<file path="src/rtl/demux_12_2bits_pkg.sv">
// demux_12_2bits_pkg: lane codes and default WIDTH/DEPTH shared by the demux, its mux peer and the bench
package demux_12_2bits_pkg;
  localparam int DEF_WIDTH = 2;
  localparam int DEF_DEPTH = 2;
  localparam logic LANE0 = 1'b0;
  localparam logic LANE1 = 1'b1;
endpackage

</file>
<file path="src/rtl/demux_12_2bits_if.sv">
// demux_12_2bits_if: input word stream (data_in/valid_in/sel_in/ready_in) plus two lane outputs (data_outN/valid_outN/ready_outN)
interface demux_12_2bits_if
  import demux_12_2bits_pkg::*;
#(
  parameter int WIDTH = DEF_WIDTH
);
  logic [WIDTH-1:0] data_in;
  logic             valid_in;
  logic             sel_in;
  logic             ready_in;
  logic [WIDTH-1:0] data_out0;
  logic             valid_out0;
  logic             ready_out0;
  logic [WIDTH-1:0] data_out1;
  logic             valid_out1;
  logic             ready_out1;
  modport master (
    output data_in, valid_in, sel_in, ready_out0, ready_out1,
    input  ready_in, data_out0, valid_out0, data_out1, valid_out1
  );
  modport slave (
    input  data_in, valid_in, sel_in, ready_out0, ready_out1,
    output ready_in, data_out0, valid_out0, data_out1, valid_out1
  );
endinterface

</file>
<file path="src/rtl/demux_12_2bits_lane_fifo.sv">
// demux_lane_fifo: DEPTH-entry lane FIFO; ports clk, reset, push/push_data/full in, pop/head/empty out, head zero when empty
module demux_lane_fifo #(
  parameter int WIDTH = 2,
  parameter int DEPTH = 2
) (
  input  logic             clk,
  input  logic             reset,
  input  logic             push,
  input  logic [WIDTH-1:0] push_data,
  output logic             full,
  input  logic             pop,
  output logic [WIDTH-1:0] head,
  output logic             empty
);
  localparam int AW = $clog2(DEPTH);
  logic [WIDTH-1:0] mem_q [DEPTH];
  logic [AW-1:0]    wr_q, wr_d, rd_q, rd_d;
  logic [AW:0]      cnt_q, cnt_d;
  logic             do_push, do_pop;
  assign full    = cnt_q == (AW+1)'(DEPTH);
  assign empty   = cnt_q == '0;
  assign head    = empty ? '0 : mem_q[rd_q];
  assign do_push = push & ~full;
  assign do_pop  = pop & ~empty;
  always_comb begin
    wr_d  = do_push ? wr_q + 1'b1 : wr_q;
    rd_d  = do_pop ? rd_q + 1'b1 : rd_q;
    cnt_d = cnt_q + {{AW{1'b0}}, do_push} - {{AW{1'b0}}, do_pop};
  end
  always_ff @(posedge clk) begin
    if (reset) begin
      wr_q  <= '0;
      rd_q  <= '0;
      cnt_q <= '0;
    end else begin
      wr_q  <= wr_d;
      rd_q  <= rd_d;
      cnt_q <= cnt_d;
    end
  end
  always_ff @(posedge clk)
    if (do_push) mem_q[wr_q] <= push_data;
endmodule

</file>
<file path="src/rtl/demux_12_2bits.sv">
// demux_12_2bits: steers each accepted word to lane 0/1 FIFO; ports clk, reset, bus (slave side of demux_12_2bits_if)
module demux_12_2bits
  import demux_12_2bits_pkg::*;
#(
  parameter int WIDTH       = DEF_WIDTH,
  parameter int DEPTH       = DEF_DEPTH,
  parameter bit AUTO_TOGGLE = 1'b1
) (
  input logic               clk,
  input logic               reset,
  demux_12_2bits_if.slave   bus
);
  logic sel_q, sel_d, t, accept, full0, full1, empty0, empty1;
  assign t            = AUTO_TOGGLE ? sel_q : bus.sel_in;
  assign bus.ready_in = t == LANE1 ? ~full1 : ~full0;
  assign accept       = bus.valid_in & bus.ready_in;
  assign sel_d        = accept ? ~sel_q : sel_q;
  assign bus.valid_out0 = ~empty0;
  assign bus.valid_out1 = ~empty1;
  always_ff @(posedge clk) sel_q <= reset ? LANE0 : sel_d;
  demux_lane_fifo #(.WIDTH(WIDTH), .DEPTH(DEPTH)) u_lane0 (
    .clk(clk), .reset(reset),
    .push(accept & (t == LANE0)), .push_data(bus.data_in), .full(full0),
    .pop(bus.ready_out0), .head(bus.data_out0), .empty(empty0)
  );
  demux_lane_fifo #(.WIDTH(WIDTH), .DEPTH(DEPTH)) u_lane1 (
    .clk(clk), .reset(reset),
    .push(accept & (t == LANE1)), .push_data(bus.data_in), .full(full1),
    .pop(bus.ready_out1), .head(bus.data_out1), .empty(empty1)
  );
endmodule

</file>
<file path="src/flat_wrapper.sv">
// flat-port wrapper written by rule: the top's interface ports become plain ports
module demux_12_2bits_flat import demux_12_2bits_pkg::*;
#(
  parameter int WIDTH       = DEF_WIDTH,
  parameter int DEPTH       = DEF_DEPTH,
  parameter bit AUTO_TOGGLE = 1'b1
)
  (clk, reset, bus_data_in, bus_valid_in, bus_sel_in, bus_ready_out0, bus_ready_out1, bus_ready_in, bus_data_out0, bus_valid_out0, bus_data_out1, bus_valid_out1);
  demux_12_2bits_if #(.WIDTH(WIDTH)) bus_i ();
  input logic clk;
  input logic reset;
  input wire logic [$bits(bus_i.data_in)-1:0] bus_data_in;
  input wire logic [$bits(bus_i.valid_in)-1:0] bus_valid_in;
  input wire logic [$bits(bus_i.sel_in)-1:0] bus_sel_in;
  input wire logic [$bits(bus_i.ready_out0)-1:0] bus_ready_out0;
  input wire logic [$bits(bus_i.ready_out1)-1:0] bus_ready_out1;
  output wire logic [$bits(bus_i.ready_in)-1:0] bus_ready_in;
  output wire logic [$bits(bus_i.data_out0)-1:0] bus_data_out0;
  output wire logic [$bits(bus_i.valid_out0)-1:0] bus_valid_out0;
  output wire logic [$bits(bus_i.data_out1)-1:0] bus_data_out1;
  output wire logic [$bits(bus_i.valid_out1)-1:0] bus_valid_out1;
  assign bus_i.data_in = bus_data_in;
  assign bus_i.valid_in = bus_valid_in;
  assign bus_i.sel_in = bus_sel_in;
  assign bus_i.ready_out0 = bus_ready_out0;
  assign bus_i.ready_out1 = bus_ready_out1;
  assign bus_ready_in = bus_i.ready_in;
  assign bus_data_out0 = bus_i.data_out0;
  assign bus_valid_out0 = bus_i.valid_out0;
  assign bus_data_out1 = bus_i.data_out1;
  assign bus_valid_out1 = bus_i.valid_out1;
  demux_12_2bits #(.WIDTH(WIDTH), .DEPTH(DEPTH), .AUTO_TOGGLE(AUTO_TOGGLE)) u_core (.clk(clk), .reset(reset), .bus(bus_i));
endmodule
</file>
<file path="config.mk">
export PLATFORM = sky130hd
export DESIGN_NAME = demux_12_2bits_flat
export DESIGN_NICKNAME = d
export VERILOG_FILES = /design/src/rtl/demux_12_2bits_pkg.sv /design/src/rtl/demux_12_2bits_if.sv /design/src/rtl/demux_12_2bits_lane_fifo.sv /design/src/rtl/demux_12_2bits.sv /design/src/flat_wrapper.sv
export SDC_FILE = /design/constraint.sdc
export NUM_CORES = 1
export LEC_CHECK = 0
export BUFFER_PORTS_ARGS = -buffer_cell sky130_fd_sc_hd__buf_2
export CAP_MARGIN = 40
export CELL_PAD_IN_SITES_DETAIL_PLACEMENT = 0
export CELL_PAD_IN_SITES_GLOBAL_PLACEMENT = 1
export CORE_UTILIZATION = 41
export CTS_CLUSTER_DIAMETER = 30
export DETAILED_ROUTE_END_ITERATION = 10
export GPL_ROUTABILITY_DRIVEN = 0
export PLACE_DENSITY = 0.82
export SETUP_SLACK_MARGIN = 0.5
export SYNTH_ARGS = -nofsm -noshare
export SYNTH_HDL_FRONTEND = slang
export SYNTH_SLANG_ARGS = --single-unit
export TNS_END_PERCENT = 10
</file>
<file path="constraint.sdc">
create_clock -name clk -period 2.4 [get_ports clk]
set_clock_uncertainty 0.2 [all_clocks]
set_input_delay 0.36 -clock clk [delete_from_list [all_inputs] [get_ports clk]]
set_output_delay 0.36 -clock clk [all_outputs]
set_load 0.03 [all_outputs]
</file>
==> run metrics <==
outcome finished clean; setup repair after global routing missed its margin true; DR iter-0 viols 10; worst IR drop on VDD 0.4552 mV; Worst setup EP type flip-flop; vias per std cell around 4.5; CP arrival between 1.5 and 2 ns; CP Launch Type flip-flop; Seq pwr share 42.5%; Max H-tree Level 1; # IOs 15; number of global-route vias before repair between 400 and 500; FFs w/ async S/R, synth 0%; Clock Sinks 19; Post-synth EDFFs 8; Final HPWL DP 910.1 um; placed cell areas around 920 sq um; Post-Syn Instances 76; fraction of layout cells with a size suffix above 1 36.17%; post-synthesis sequential area ratio 55.26%; cell row count 15; worst slew pin tran 0.2473 ns; FF-to-FF path depth 8; top-area cell type share of the netlist area about 29%; mapped cell area about 830 sq um; post-synthesis cell type count 20; warning count from the yosys run 0; effective utilization at floorplan 45.77%; Clock Tree Buf Depth 2; worst setup slack after layout ~0.58 ns; I/O Buffers 13; Synth Area in Compound Gates between 1.5 and 2%; combinational group share of total power between 40 and 50%; filler cell count approximately 170; CTS buffer count 3; Post-Synth Simple-Gate Area 17.57%; clk_lat worst skew 0.28 ns; Layout Nets around 110; CTS clk-pin slew, worst paths around 0.1 ns; Fmax achieved 0.5494 GHz; relative slew slack 83.51%; HP Class input port to flip-flop; final worst-path cycle share about three quarters; Multi-input gate area ~390 sq um; leading area contributor after synthesis edfxtp_1; synth top area cells edfxtp_1 (29%), dfxtp_1 (26%), nor2_1 (8.1%); Post-Route WL about 1.2 mm; first-pass GRT wire length around 1.8 mm; design area between 1000 and 1500 sq um; largest family of logic cells by synthesized area simple AND/OR/NAND/NOR gates; largest net degree at the start of global routing 15; worst hold slack 0.09530 ns; ant diodes 0; register area about 460 sq um; crit path max fanout 4; reg-to-reg startpoint u_core.u_lane1.cnt_q[1]; Routed Antenna Nets 0; post-layout utilization of the core 56.15%; Synth Flop Type dfxtp_1; Crit Path Category flip-flop to flip-flop; WP data required approximately 2.4 ns; Mapped Avg Cell Area 10.96 sq um; # hold bufs at CTS 0; hold wc startpoint bus_data_in[0]; final hold vios 0; mux share of post-synthesis cell area under 10%; setup TNS 0 ns; Routed wire per std cell 10.25 um; Root Buffer Master clkbuf_4; adder-cell share of the synthesized area ~6.0%; first-pass detailed-route iteration total 2; fin. max-slew vios 0; P&R area growth vs syn 22.67%; Sw Share between 30% and 40%; xor/xnor share of the synthesized area under 10%; height of the die around 47 um; grt total ovfl 0; internal power approximately 0.71 mW; #FFs+latches synth 19; r2r endpoint u_core.u_lane1.cnt_q[1]; TritonCTS clock tree done; die width between 40 and 50 um; die area ~2200 sq um; DP Worst Slack 0.4535 ns; all-layer global routing usage ~12%; P_sw about 0.44 mW; DR DRC count 0; Leakage around 0.46 nW; initial antenna violation count 0; hold path cells 1; Max-Cap Viols 0; Hold EP u_core.u_lane1.mem_q[0][0]; core area 1821 sq um; Syn Nets between 80 and 90; Finish-stage setup viols 0; power share of the clock group between 10% and 20%; pwr/cell area 1121 nW/um^2; Tmin final 1.820 ns; vias roughly 530; reg2reg setup slack between 0.5 and 0.6 ns
[metal layers]
metal | GRT usage, % | wire, um | part of all wire, % | vias to the layer above
li1 | - | - | - | 287
met1 | 15.79 | 601 | 49 | 232
met5 | 0 | 0 | 0 | -
met4 | 6.857 | 12 | 0.98 | 0
met2 | 18.33 | 557 | 46 | 12
met3 | 3.462 | 49 | 4.0 | 2
[Yosys cell counts (all sizes together) (2+ instances only)]
library cell,n
nor2b,3
dfxtp,11
xor2,4
nor2,18
inv,8
and2,2
ha,4
mux2i,4
edfxtp,8
mux2,3
nand2b,3
o21ai,2
[what timing repair did]
item                       CTS  global route
setup endpoints to repair    2             2
pin swaps                    1             3
buffers inserted             2             0
hold endpoints to repair     0             0
gates resized for setup      2            12
cloned                       0             0
[final cells by class]
cell class	instances	area share, %
Sequential cell	19	45.41
Tap cell	25	3.060
Inverter	8	2.938
Timing Repair Buffer	15	7.834
Clock buffer	4	2.570
Multi-Input combinational cell	48	38.19
[per-stage QoR]
stage               power [mW]  instances
global route             1.240        119
CTS                      1.101        119
detailed placement      0.9288        113
global placement        0.9103        113
floorplan               0.8249         76
finish                   1.146        119
[cells in the final DEF (no fill, tap or decap), drive strengths merged]
master / count
and2: 2
and3: 1
buf: 15
clkbuf: 4
dfxtp: 11
edfxtp: 8
ha: 4
inv: 8
mux2: 3
mux2i: 4
nand2b: 3
nand3b: 1
nor2: 18
nor2b: 3
nor3: 1
o21ai: 2
o22ai: 1
xnor2: 1
xor2: 4
[power by group through the flow]
| stage | registers, mW | clock network, mW | logic (mW) |
|---|---|---|---|
| after floorplan | 0.468 | 0 | 0.356 |
| after global placement | 0.477 | 0 | 0.433 |
| after detailed placement | 0.482 | 0 | 0.447 |
| after CTS | 0.475 | 0.162 | 0.465 |
| after global routing | 0.498 | 0.175 | 0.567 |
| final | 0.487 | 0.152 | 0.507 |
[kinds of logic (layout without fill, tap and decap cells)]
kind of cell,count (synthesis),count (layout)
muxes,7,7
buffers and inverters,9,27
adders and majority gates,4,4
and+or+nand+nor,29,29
DFF,19,19
AOI/OAI and AO/OA,3,3
xor gates and xnor gates,5,5
[worst max-delay path by stage]
stage | startpoint | cells after the start | endpoint
global placement | u_core.u_lane1.cnt_q[0] | 9 | u_core.u_lane1.cnt_q[1]
detailed placement | u_core.u_lane1.cnt_q[0] | 9 | u_core.u_lane1.cnt_q[1]
floorplan | u_core.u_lane1.cnt_q[0] | 9 | u_core.u_lane1.cnt_q[1]
CTS | u_core.u_lane0.cnt_q[0] | 8 | u_core.u_lane0.cnt_q[1]
global route | u_core.u_lane1.cnt_q[1] | 8 | u_core.u_lane1.cnt_q[1]
finish | u_core.u_lane1.cnt_q[1] | 8 | u_core.u_lane1.cnt_q[1]
[critical path: stages (launching register included)]
cell and delay [ns]:
dfxtp_1 0.38, o21ai_1 0.23, inv_1 0.11, ha_4 0.27, inv_2 0.03, ha_4 0.14, xor2_1 0.15, xnor2_1 0.16
nor2_1 0.06
Note: power is estimated with default switching activity, not from simulation.
